### config.mk
export PLATFORM = sky130hd
export DESIGN_NAME = muldiv_sequencer
export DESIGN_NICKNAME = d
export VERILOG_FILES = /design/src/rtl/muldiv_sequencer.sv
export SDC_FILE = /design/constraint.sdc
export NUM_CORES = 1
export LEC_CHECK = 0
export BUFFER_PORTS_ARGS = -buffer_cell sky130_fd_sc_hd__buf_2
export CORE_MARGIN = 2
export CORE_UTILIZATION = 35
export CTS_BUF_LIST = sky130_fd_sc_hd__clkbuf_4
export DETAILED_ROUTE_END_ITERATION = 10
export GPL_TIMING_DRIVEN = 0
export SLEW_MARGIN = 20
export SYNTH_ARGS = -nofsm -noshare
export SYNTH_HDL_FRONTEND = slang
export SYNTH_SLANG_ARGS = --single-unit
### constraint.sdc
create_clock -name clk -period 7.8 [get_ports clk]
set_input_delay 0.39 -clock clk [delete_from_list [all_inputs] [get_ports clk]]
set_output_delay 0.39 -clock clk [all_outputs]
set_load 0.02 [all_outputs]
### src/rtl/muldiv_sequencer.sv
// Iterative 32-bit multiply/divide unit with HI/LO registers and stall request.
// Define MULDIV_SIGNED_EN to make op 00/10 signed; otherwise all ops are unsigned.
module muldiv_sequencer #(
   parameter int XLEN = 32
) (
   input  logic            clk,
   input  logic            reset,
   input  logic            start,
   input  logic [1:0]      op,
   input  logic [XLEN-1:0] a,
   input  logic [XLEN-1:0] b,
   input  logic            hilo_rd,
   input  logic            hi_wr,
   input  logic            lo_wr,
   input  logic [XLEN-1:0] wr_data,
   output logic [XLEN-1:0] hi,
   output logic [XLEN-1:0] lo,
   output logic            busy,
   output logic            done,
   output logic            stall
);

   typedef enum logic [1:0] {IDLE, CALC, FIXUP} state_t;

   state_t            state, state_nxt;
   logic [5:0]        cnt;
   logic              is_div, divz;
   logic [XLEN-1:0]   m, r, q, a_raw;
   logic [XLEN-1:0]   a_mag, b_mag, quo_f, rem_f;
   logic [2*XLEN-1:0] prod, prod_f;
   logic [XLEN:0]     mul_sum, div_t;
   logic              div_ge;
   logic [XLEN-1:0]   hi_f, lo_f;
   logic              accept;

   assign accept = (state == IDLE) & start;
   assign prod   = {r, q};

`ifdef MULDIV_SIGNED_EN
   logic sa, sb, neg_q, neg_r;

   assign sa    = ~op[0] & a[XLEN-1];
   assign sb    = ~op[0] & b[XLEN-1];
   assign a_mag = sa ? -a : a;
   assign b_mag = sb ? -b : b;

   always_ff @(posedge clk) begin
      if (reset) begin
         neg_q <= 1'b0;
         neg_r <= 1'b0;
      end else if (accept) begin
         neg_q <= sa ^ sb;
         neg_r <= sa;
      end
   end

   assign prod_f = neg_q ? -prod : prod;
   assign quo_f  = neg_q ? -q : q;
   assign rem_f  = neg_r ? -r : r;
`else
   logic unused_op;

   assign unused_op = op[0];
   assign a_mag     = a;
   assign b_mag     = b;
   assign prod_f    = prod;
   assign quo_f     = q;
   assign rem_f     = r;
`endif

   // Mult: {r,q} shifts right with the sum; div: {r,q} shifts left, restoring.
   assign mul_sum = {1'b0, r} + (q[0] ? {1'b0, m} : '0);
   assign div_t   = {r, q[XLEN-1]};
   assign div_ge  = div_t >= {1'b0, m};

   assign hi_f = is_div ? (divz ? a_raw : rem_f) : prod_f[2*XLEN-1:XLEN];
   assign lo_f = is_div ? (divz ? '1 : quo_f) : prod_f[XLEN-1:0];

   always_ff @(posedge clk) begin
      if (reset) state <= IDLE;
      else       state <= state_nxt;
   end

   always_comb begin
      state_nxt = state;
      unique case (state)
         IDLE:    if (start) state_nxt = CALC;
         CALC:    if (cnt == 6'd0) state_nxt = FIXUP;
         FIXUP:   state_nxt = IDLE;
         default: state_nxt = IDLE;
      endcase
   end

   always_comb begin
      busy  = state != IDLE;
      stall = busy & (start | hilo_rd | hi_wr | lo_wr);
   end

   always_ff @(posedge clk) begin
      if (reset) begin
         hi     <= '0;
         lo     <= '0;
         done   <= 1'b0;
         cnt    <= 6'd0;
         is_div <= 1'b0;
         divz   <= 1'b0;
         m      <= '0;
         r      <= '0;
         q      <= '0;
         a_raw  <= '0;
      end else begin
         done <= 1'b0;
         unique case (state)
            IDLE: begin
               if (start) begin
                  is_div <= op[1];
                  divz   <= b == '0;
                  m      <= b_mag;
                  q      <= a_mag;
                  r      <= '0;
                  a_raw  <= a;
                  cnt    <= 6'd31;
               end else begin
                  if (hi_wr) hi <= wr_data;
                  if (lo_wr) lo <= wr_data;
               end
            end
            CALC: begin
               if (cnt != 6'd0) cnt <= cnt - 6'd1;
               if (is_div) begin
                  r <= div_ge ? div_t[XLEN-1:0] - m : div_t[XLEN-1:0];
                  q <= {q[XLEN-2:0], div_ge};
               end else begin
                  r <= mul_sum[XLEN:1];
                  q <= {mul_sum[0], q[XLEN-1:1]};
               end
            end
            FIXUP: begin
               hi   <= hi_f;
               lo   <= lo_f;
               done <= 1'b1;
            end
            default: ;
         endcase
      end
   end

endmodule

After elaboration in Yosys (flattened, before gate mapping)
Index checks and enable logic that the tools add are counted.
Cells by class
  multiplexer cells: 25
  magnitude comparators: 1
  reduce and logical (&&, ||, !) cells: 13
  $add $sub $neg: 3
  equality and inequality tests: 8
  bitwise logic cells: 4
Operator list (number)
  32-bit 2-to-1 mux: 14
  32-bit case mux with 2 select lines: 4
  32-bit by 32-bit adder with 33-bit output: 1
  33-bit by 32-bit greater-or-equal comparator with 1-bit output: 1
  32-bit zero test: 1
  32-bit subtractor: 1
  6-bit 2-to-1 mux: 2
  2-bit inequality test, second input constant: 6
  6-bit case mux with 2 select lines: 1
  3-bit AND reduction: 3
  6-bit zero test: 1
  2-bit AND reduction: 3
  2-bit nonzero test: 3
  6-bit nonzero test: 1
  6-bit by 1-bit subtractor with 6-bit output, second input constant: 1
  2-bit 2-to-1 mux: 2
  2-bit case mux with 2 select lines: 1
  1-bit OR: 3
  2-bit by 1-bit == test with 1-bit output, second input constant: 1
  2-bit == test, second input constant: 1
  2-bit zero test: 1
  1-bit AND: 1
  1-bit 2-to-1 mux: 1
Storage, ports and cells
  input bits: 104
  register bits: 203

Longest topological paths before layout
  depth after elaboration: 4
  mapped depth: 15

Least setup slack after synthesis
No wires, ideal clock.
  path type: register to register
  start: register q[0]
  end: register r[29]
  stages on the path, launching flop included: 16
  arrival time: 2.923 ns
  slack: 4.755 ns
  period minus slack after synthesis: 3.045 ns
  path through: dfxtp_1 -> clkbuf_1 -> and2_1 -> ha_1 -> inv_1 -> fa_1 -> inv_1 -> a21o_1 -> a211o_1 -> a211oi_1 -> nor2_1 -> nand3_1 -> o31ai_1 -> a31oi_1 -> xnor2_1 -> a221o_1
Between the ends
  word-level cells in the longest chain between the ends: 4
Ends and longest elaborated chain
  from (decl): RTL line 28  | logic [XLEN-1:0] m, r, q, a_raw;
  from (signal assigned): RTL line 119  | q <= a_mag;
  from (signal assigned): RTL line 132  | q <= {q[XLEN-2:0], div_ge};
  from (signal assigned): RTL line 135  | q <= {mul_sum[0], q[XLEN-1:1]};
  32-bit 2-to-1 mux: RTL line 72  | assign mul_sum = {1'b0, r} + (q[0] ? {1'b0, m} : '0);
  32-bit by 32-bit adder with 33-bit output: RTL line 72
  32-bit 2-to-1 mux: RTL line 130  | if (is_div) begin
  32-bit case mux with 2 select lines: RTL line 113  | unique case (state)
  to (signal assigned): RTL line 131  | r <= div_ge ? div_t[XLEN-1:0] - m : div_t[XLEN-1:0];
  to (signal assigned): RTL line 134  | r <= mul_sum[XLEN:1];
  to (decl): RTL line 28
Every way passes these cells.
A chain may end at the register's enable or synchronous reset.

Final worst setup path
Same ends and word-level chain as after synthesis.

==> key figures <==
Timing
  • Final setup viols: 0
  • Max-slew headroom: 0.345
  • Tmin final: 4.30 ns
  • Unrepaired setup endpoints after global routing: false
  • Max Clock Skew: 0.0311 ns
  • Slew Limit Fails: 0
  • Hold Violations, Final: 0
  • Crit share post-route: 0.551
  • Final TNS setup: 0 ns
  • Highest clock rate: 233 MHz
  • Least-Margin Pin Slew: 0.982 ns

GRT
  • Initial antenna violation count: 2
  • Number of global-route vias before repair: 12.7k
  • First-pass GRT wire length: 69,400 um
  • GRT overflow: 0
  • GRT Overall Usage: 0.239
  • Largest net degree at the start of global routing: 15

Clock network
  • CTS Buf Count: 54
  • Clk pin slew, worst setup/hold paths: 0.07 ns
  • TritonCTS clock tree: done
  • Max clock buf depth: 3
  • Worst skew pair latency: 0.73 ns
  • Root Buffer: clkbuf_4
  • H-tree levels: 2
  • TritonCTS Sinks: 203

Layout
  • Fin area: 0.0152 mm^2
  • Layout Nets: 2,106
  • P&R area growth vs syn: 21.9%
  • Share of cells above drive strength 1: 0.140

Critical path
  • Startpoint Class: register
  • CP Max Fanout: 10
  • Crit end category: register
  • Worst Path Required: 8.41 ns
  • Worst Setup SP: q[0]
  • Worst Path Arrival: 4.91 ns
  • Setup CP Type: register to register
  • RR Startpoint: q[0]

Routing
  • WL/cell: 18.7 um
  • Avg Vias per Cell: 5.49
  • DRC: 0
  • Total wire length: 45,400 um
  • Final ANT Viol Nets: 0
  • Iter 0 DRT Violations: 1,083
  • TritonRoute pass-1 iters: 8
  • Vias: 13.3k

Floorplanning
  • Placeable Area: 0.0354 mm^2
  • # rows: 69
  • Starting density of the core: 0.353
  • DIE AREA: 0.0372 mm^2
  • I/O pin count: 171
  • Die H: 193 um
  • Die W: 193 um

Synth
  • Flops & latches, synth: 203
  • Syn. warnings: 0
  • Cells after Synth: 1,644
  • Post-Synth XOR/XNOR Area: 0.0428
  • Main combinational cell family by area after synthesis: compound AO/OA/AOI/OAI gates
  • Cell variety after synth: 74
  • Avg Inst Size Synth: 7.60 um^2
  • Register area share after synthesis: 0.325
  • Synthesized-area fraction occupied by adder cells: 0.0693
  • Top_reg_cell synth: dfxtp_1
  • Synth Net Count: 1,816
  • Post-synth ARST share: 0
  • Commonest cells post-synth: nand2_1 (273), dfxtp_1 (203), a21oi_1 (198)
  • Synth Area in Simple Gates: 0.194
  • Cell Area, Synth: 0.0125 mm^2
  • Post-synth EDFFs: 0
  • Most area-consuming cells after synthesis: dfxtp_1 (33%), nand2_1 (8.2%), a21oi_1 (7.9%)
  • Cell with the most instances after synthesis: nand2_1
  • Top cell type's share of synthesized area: 0.325
  • Synth Area in Compound Gates: 0.267
  • Area leader, netlist: dfxtp_1
  • Post-synthesis mux area share: 0.0400

Hold path
  • Tightest Hold Check Type: input pin to register
  • Worst hold start: wr_data[26]

Power and ir drop
  • Leakage: 6.45 nW
  • P_sw: 0.991 mW
  • Clock share of power: 0.328
  • Sw Share: 0.343
  • P per Cell Area: 190 mW/mm^2
  • Seq pwr share: 0.407
  • Combinational fraction of design power: 0.265
  • Peak supply drop: 118 uV
  • Overall Power: 2.89 mW
  • P_int: 1.90 mW

Placed design
  • Placed cell area: 0.0139 mm^2
  • Hpwl dp: 35,000 um
  • Final Wtd Congestion: 0.936
  • Port Buffers: 169

Status
  • Status: complete, no violations

Flow run
  • MaxCap Viol Count: 0
[worst max-delay path: stages, from the launching register on]
cell      delay (ns)
dfxtp_1         0.65
clkbuf_1        0.44
and2_1          0.22
ha_1            0.22
inv_1           0.07
fa_1            0.40
inv_1           0.07
a21o_1          0.17
a211o_1         0.23
a211oi_1        0.10
nor2_1          0.27
nand3_1         0.20
o31ai_1         0.44
a31oi_1         0.18
xnor2_1         0.17
a221o_1         0.32
[layout make-up]
| class | count | area, um^2 |
|---|---|---|
| Tap cell | 461 | 577 |
| Sequential cell | 203 | 4060 |
| Timing Repair Buffer | 234 | 1500 |
| Buffer | 108 | 437 |
| Clock inverter | 10 | 68.8 |
| Fill cell | 3732 | 20200 |
| Antenna cell | 2 | 5.00 |
| Multi-Input combinational cell | 1244 | 7660 |
| Clock buffer | 79 | 593 |
| Inverter | 89 | 334 |
[sequential cells by signal, summed over array words and instances (netlist names), 2 cells and up]
name	count
a_raw	32
cnt	6
m	32
r	32
lo	32
hi	32
q	32
state	2
[routing by layer]
layer | global-route usage | vias to the layer above | share of wire
met3 | 0.0507 | 92 | 0.079
met5 | 0 | - | 0.00029
met4 | 0.0793 | 2 | 0.027
met1 | 0.306 | 6254 | 0.43
li1 | - | 6435 | -
met2 | 0.401 | 558 | 0.46
[logic make-up (layout without fill, tap and decap cells)]
family / after synthesis / after routing
AND/OR/NAND/NOR: 557 / 557
AO/OA/AOI/OAI: 508 / 508
XOR/XNOR: 61 / 61
flip-flops: 203 / 203
other: 0 / 2
multiplexers: 50 / 50
buffers and inverters: 197 / 520
adder cells (fa/ha/maj): 68 / 68
[final timing paths]
kind / to / slack, ns / cells past startpoint
max: r[29] / 3.50 / 15
min: lo[26] / 0.07 / 3
max reg2reg: r[29] / 3.50 / 15
min reg2reg: lo[4] / 0.45 / 2
[metrics by stage]
step | cells | utilization | hold slack, ns | worst slack, ns
2_1_floorplan | 1644 | - | 0.437 | 4.76
3_3_place_gp | 2274 | 0.393 | 0.439 | 3.59
3_5_place_dp | 2274 | 0.393 | 0.444 | 3.57
4_1_cts | 2428 | 0.430 | 0.0266 | 3.55
5_1_grt | 2430 | 0.430 | 0.0679 | 3.29
6_report | 2430 | 0.430 | 0.0738 | 3.50
[power by group through the flow]
stage	Sequential (mW)	Clock [mW]	Combinational, mW
after floorplan	1.20	0	0.487
after global placement	1.20	0	0.724
after detailed placement	1.20	0	0.732
after CTS	1.17	0.968	0.760
after global routing	1.18	1.02	0.841
final	1.18	0.948	0.767
[cells in the final DEF (no fill, tap or decap), types with 36 or more instances in the layout]
master	instances
clkbuf_1	87
xnor2_1	45
nor2_1	151
buf_2	172
dlygate4sd3_1	65
o221ai_1	69
nand2_1	273
o21ai_0	75
and2_1	36
a21oi_1	198
ha_1	66
mux2i_1	50
clkbuf_4	79
dfxtp_1	203
inv_1	89
[repair_timing]
item | 4_1_cts | 5_1_grt
hold endpoints to repair | 66 | 0
hold buffers | 65 | 0
setup buffers | 0 | 0
resized for setup | 0 | 0
No activity file was read; power rests on OpenSTA's default activity.
